$ cat src/rtl/alu_pipe.sv
// Two-stage valid/ready ALU: stage 1 captures operands, stage 2 computes and
// registers the result with carry/zero/negative/overflow flags.
module alu_pipe #(
   parameter  int WIDTH = 4,
   localparam int SHW   = $clog2(WIDTH)
) (
   input  logic             clk,
   input  logic             rst,
   input  logic             in_valid,
   output logic             in_ready,
   input  logic [WIDTH-1:0] A,
   input  logic [WIDTH-1:0] B,
   input  logic [2:0]       sel,
   output logic             out_valid,
   input  logic             out_ready,
   output logic [WIDTH-1:0] result,
   output logic             carry,
   output logic             zero,
   output logic             negative,
   output logic             overflow
);

   localparam int MSB = WIDTH - 1;

   localparam logic [2:0] OP_AND = 3'b000;
   localparam logic [2:0] OP_OR  = 3'b001;
   localparam logic [2:0] OP_ADD = 3'b010;
   localparam logic [2:0] OP_SUB = 3'b011;
   localparam logic [2:0] OP_XOR = 3'b100;
   localparam logic [2:0] OP_SHL = 3'b101;
   localparam logic [2:0] OP_SHR = 3'b110;

   logic             s1_valid;
   logic [WIDTH-1:0] s1_a;
   logic [WIDTH-1:0] s1_b;
   logic [2:0]       s1_sel;

   logic             adv2;
   logic             in_fire;

   logic [SHW-1:0]   amt;
   logic [WIDTH:0]   sum_ext;
   logic [WIDTH:0]   diff_ext;
   logic [WIDTH:0]   shl_ext;
   logic [WIDTH:0]   shr_ext;
   logic [WIDTH-1:0] nxt_result;
   logic             nxt_carry;
   logic             nxt_overflow;

   assign adv2     = !out_valid || out_ready;
   assign in_ready = !s1_valid || adv2;
   assign in_fire  = in_valid && in_ready;

   // Stage 1 empties when it hands off to stage 2 unless refilled on the same edge.
   always_ff @(posedge clk) begin
      if (rst) begin
         s1_valid <= 1'b0;
      end else if (in_fire) begin
         s1_valid <= 1'b1;
      end else if (adv2) begin
         s1_valid <= 1'b0;
      end
   end

   // NOTE: operand registers are deliberately left unreset; s1_valid alone qualifies them.
   always_ff @(posedge clk) begin
      if (in_fire) begin
         s1_a   <= A;
         s1_b   <= B;
         s1_sel <= sel;
      end
   end

   // Extra top bit of the sum/difference holds carry/borrow; the shift
   // extensions catch the last bit shifted out, which is 0 for amount 0.
   assign amt      = s1_b[SHW-1:0];
   assign sum_ext  = {1'b0, s1_a} + {1'b0, s1_b};
   assign diff_ext = {1'b0, s1_a} - {1'b0, s1_b};
   assign shl_ext  = {1'b0, s1_a} << amt;
   assign shr_ext  = {s1_a, 1'b0} >> amt;

   // NOTE: every output gets a default first so no path through the case infers a latch.
   always_comb begin
      nxt_result   = s1_a;
      nxt_carry    = 1'b0;
      nxt_overflow = 1'b0;
      case (s1_sel)
         OP_AND: nxt_result = s1_a & s1_b;
         OP_OR:  nxt_result = s1_a | s1_b;
         OP_ADD: begin
            nxt_result   = sum_ext[MSB:0];
            nxt_carry    = sum_ext[WIDTH];
            nxt_overflow = (s1_a[MSB] == s1_b[MSB]) && (sum_ext[MSB] != s1_a[MSB]);
         end
         OP_SUB: begin
            nxt_result   = diff_ext[MSB:0];
            nxt_carry    = diff_ext[WIDTH];
            nxt_overflow = (s1_a[MSB] != s1_b[MSB]) && (diff_ext[MSB] != s1_a[MSB]);
         end
         OP_XOR: nxt_result = s1_a ^ s1_b;
         OP_SHL: begin
            nxt_result = shl_ext[MSB:0];
            nxt_carry  = shl_ext[WIDTH];
         end
         OP_SHR: begin
            nxt_result = shr_ext[WIDTH:1];
            nxt_carry  = shr_ext[0];
         end
         default: nxt_result = s1_a;
      endcase
   end

   // Data only reloads with a real op, so flags stay steady while out_valid is high.
   always_ff @(posedge clk) begin
      if (rst) begin
         out_valid <= 1'b0;
         result    <= '0;
         carry     <= 1'b0;
         zero      <= 1'b0;
         negative  <= 1'b0;
         overflow  <= 1'b0;
      end else if (adv2) begin
         out_valid <= s1_valid;
         if (s1_valid) begin
            result   <= nxt_result;
            carry    <= nxt_carry;
            zero     <= (nxt_result == '0);
            negative <= nxt_result[MSB];
            overflow <= nxt_overflow;
         end
      end
   end

endmodule
$ cat config.mk
export PLATFORM = sky130hd
export DESIGN_NAME = alu_pipe
export DESIGN_NICKNAME = d
export VERILOG_FILES = /design/src/rtl/alu_pipe.sv
export SDC_FILE = /design/constraint.sdc
export NUM_CORES = 1
export LEC_CHECK = 0
export CORE_MARGIN = 2
export CORE_UTILIZATION = 40
export DETAILED_ROUTE_END_ITERATION = 16
export HOLD_SLACK_MARGIN = 0.05
export MAX_ROUTING_LAYER = met4
export PLACE_DENSITY_LB_ADDON = 0.08
export SLEW_MARGIN = 5
export SYNTH_ARGS = -nofsm -noshare
export SYNTH_HDL_FRONTEND = slang
export SYNTH_SLANG_ARGS = --single-unit
$ cat constraint.sdc
create_clock -name clk -period 5.3 [get_ports clk]
set_input_delay 1.06 -clock clk [delete_from_list [all_inputs] [get_ports clk]]
set_output_delay 1.06 -clock clk [all_outputs]
set_load 0.05 [all_outputs]
* Word level (Yosys, flattened, before mapping)
Cells that the tools add are included.
** Storage, ports and cells
- Register bits after elaboration :: 21
- Input bits :: 15
- Output and inout port bits :: 10
- Logic and storage cells :: 43
** Operators by class
- Add/sub/neg operators :: 2
- Equality and inequality tests :: 10
- Shift operators :: 2
- Multiplexer cells :: 5
- Bitwise operators :: 3
- Reduce and logical (&&, ||, !) cells :: 11
** Operator list (count)
- $pmux W4 S7 :: 1
- $eq A3 B3 Y1 const B :: 3
- $eq A3 B2 Y1 const B :: 2
- $add A4 B4 Y5 :: 1
- $shl A4 B2 Y5 :: 1
- $shr A5 B2 Y5 :: 1
- $sub A4 B4 Y5 :: 1
- $and A4 B4 Y4 :: 1
- $logic_not A4 Y1 :: 1
- $or A4 B4 Y4 :: 1
- $pmux W1 S4 :: 1
- $xor A4 B4 Y4 :: 1
- $eq A3 B1 Y1 const B :: 1
- $logic_and A1 B1 Y1 :: 3
- $logic_not A3 Y1 :: 1
- $ne A1 B1 Y1 :: 3
- $logic_not A1 Y1 :: 2
- $logic_or A1 B1 Y1 :: 2
- $mux W1 :: 2
- $pmux W1 S2 :: 1
- $reduce_and A2 Y1 :: 1
- $reduce_bool A2 Y1 :: 1
- $eq A1 B1 Y1 :: 1

* Longest topological paths before layout
- Word-level depth :: 5
- Depth in mapped cells :: 9
- Gate-level depth less buffers :: 9

* Least setup slack after synthesis
No wires, ideal clock.
- Path type :: input to output
- Start :: input out_ready
- End :: output in_ready
- Arrival time :: 1.609 ns
- Required time :: 4.240 ns
- Setup slack :: 2.631 ns
- Cell stages on the path :: 2
- Path buffers :: 0
- Cell sequence :: nor2b_1 nand2_1
** On the way
- Cells in the longest elaborated chain, start to end :: 2
** RTL lines
- start: declaration :: line 15 : input logic out_ready,
- $logic_or A1 B1 Y1 :: line 50 : assign adv2 = !out_valid || out_ready;
- $logic_or A1 B1 Y1 :: line 51 : assign in_ready = !s1_valid || adv2;
- end: declaration :: line 10 : output logic in_ready,
Every way passes these cells.

* Final worst setup path
Same ends and word-level chain as after synthesis.

==> metrics <==
critical path endpoint category=output pin; wire length on met1=1.56 mm; mux contribution to synthesized area=0.0736; Global Route Usage Sum=0.180; Starting Density=0.419; Worst Path Required=4240 ps; Synth cell types=56; Synth Area in Adders=0.131; clk_skew=6.58 ps; met2 WL=1.70 mm; cts bufs inserted=3; io pins=25; FMAX=276 MHz; syn nets=193; root buffer selected by CTS=clkbuf_8; final setup violation count=0; CTS clock-pin slew for the worst setup and hold paths=80 ps; Top Metal Used=met4; clock buffer depth=2; Synth Area in XOR/XNOR=0.0227; placed inst area=1790 um2; worst rel slew slack=0.504; Num Clock Sinks=20; status=completed; most frequent cells in the layout=24 x clkdlybuf4s50_1, 13 x ha_1, 12 x nand2_1, 12 x nor2_1, 11 x edfxtp_1; critical path fanouts, max=5; Yosys warning total=0; layout cell share with drive strength beyond 1=0.0829; sequential fraction of the synthesis area=0.330; Residual DRC=0; PD cells=243 nW/um2; reg2reg setup slack=2790 ps; max-slew violation count=0; Total Die Area=4380 um2; H-tree levels=1; Filler cells=361; Crit Path Class=primary input to output pin; PostCTS Resize Cnt=0; Placement Setup Slack=1690 ps; Mapped Area=1550 um2; port buffer count=24; final core occ=0.503; synthesis-to-layout area growth=20.1%; Vias/cell=5.53; Max Cap Viol=0; final hold viol count=0; final non-filler cell area=1860 um2; ys async rst share=0; leak pwr=0.724 nW; main combinational cell family by area after synthesis=compound AO/OA/AOI/OAI gates; post-synthesis simple-gate area fraction=0.167; worst-margin pin slew=744 ps; post-detailed-routing wire length=3.42 mm; VDD IR-drop max=136 uV; CP Launch Type=primary input; chip height=66.2 um; Antenna Nets Post-Route=0; Core ar.=3690 um2; Hold WC Path Type=register to register; grt ovf=0; #FFs+latches synth=20; setup TNS=0 ps; final worst slack=1680 ps; commonest non-fill, non-tap cell in the layout=clkdlybuf4s50_1; first-pass GRT wire length=5.90 mm; Std-Cell Rows=22; DIE WIDTH=66.2 um; detailed-route wire length per cell=14.9 um; Post-Syn Instances=163; Compound-Gate Fraction of Synth Area=0.210; initial antenna violation count=0; Synth Area per Inst=9.49 um2; fin crit period=3620 ps; metal3 WL=149 um; nets=212; initial DRC count=77; via count=1,266; clk_lat worst skew=260 ps; most used flip-flop cell after synthesis=edfxtp_1; # diodes=0; pin count of the biggest net entering global routing=25; number of global-route vias before repair=1,234; CTS tree=yes; CP arrival=2560 ps; final period utilization=0.683; drt pass-1 iters=4; DP Wirelength=2.59 mm; postcts setup bufs=0; Post-synth EDFFs=11; RSZ-0062 raised after global routing=false; CTS Hold Bufs=0; routability cong.=0.817
## flip-flops by register name, summed over array words and instances, names as in the netlist
name and flops:
carry 1, out_valid 1, overflow 1, result 4
s1_a 4, s1_b 4, s1_sel 3, s1_valid 1
zero 1
## synthesized netlist by cell type, types with 2 or more instances
cell type | number | area share
edfxtp_1 | 11 | 0.21
o21ai_1 | 2 | 0.0065
fa_1 | 2 | 0.026
clkbuf_1 | 4 | 0.0097
or2_2 | 2 | 0.0081
nand3_1 | 3 | 0.0097
nand2_1 | 12 | 0.029
nand3b_1 | 2 | 0.0097
nand2b_1 | 3 | 0.012
nor3_1 | 3 | 0.0097
a31oi_1 | 2 | 0.0081
o221ai_1 | 3 | 0.017
o21a_1 | 2 | 0.0097
mux2i_1 | 5 | 0.032
a21oi_1 | 9 | 0.029
mux2_2 | 2 | 0.015
xor2_1 | 2 | 0.011
o21ai_0 | 2 | 0.0065
nor2_1 | 12 | 0.029
ha_1 | 13 | 0.11
o211ai_1 | 4 | 0.019
inv_1 | 10 | 0.024
xnor2_1 | 2 | 0.011
dfxtp_1 | 9 | 0.12
buf_4 | 4 | 0.019
and3_1 | 2 | 0.0081
nor2b_1 | 7 | 0.028
## cells by family (layout without fill, tap and decap cells)
group,Yosys count,in the layout
AOI/OAI and AO/OA,43,43
muxes,9,9
adders and majority gates,15,15
DFF,20,20
buffers and inverters,21,39
and+or+nand+nor,51,51
xor gates and xnor gates,4,4
## worst max-delay path: stages
cell	delay (ps)
clkdlybuf4s50_1	410
nor2b_1	260
nand2_1	120
clkdlybuf4s50_1	720
## where the power goes
| part | total, mW | internal (mW) | switching [mW] |
|---|---|---|---|
| Sequential | 0.191 | 0.173 | 0.0174 |
| Clock | 0.154 | 0.101 | 0.0530 |
| Combinational | 0.107 | 0.0500 | 0.0570 |
## cell type report
type	instances	area, um2	area share
clock buffer	3	41.3	0.0222
timing repair buffer	24	240	0.129
multi-input combinational	122	933	0.503
tap	48	60.1	0.0323
clock inverter	1	30.0	0.0162
inverter	11	41.3	0.0222
sequential	20	510	0.275
## per-layer routing
metal	global-route usage	vias to the layer above
li1	-	632
met5	-	-
met1	0.239	600
met4	0.0306	0
met3	0.0307	2
met2	0.294	32
## path summary, 6_finish.rpt
kind | end | depth (start not counted) | startpoint
min reg2reg | result[1] | 2 | result[1]
max | in_ready | 4 | out_ready
min | result[1] | 2 | result[1]
max reg2reg | zero | 7 | s1_b[0]
## through the flow
step                std cells  total power, mW  hold slack [ps]
global route              229            0.476              524
finish                    229            0.451              458
global placement          225            0.298              443
floorplan                 163            0.268              496
detailed placement        225            0.301              449
CTS                       229            0.456              461
No activity file was read; power rests on OpenSTA's default activity.
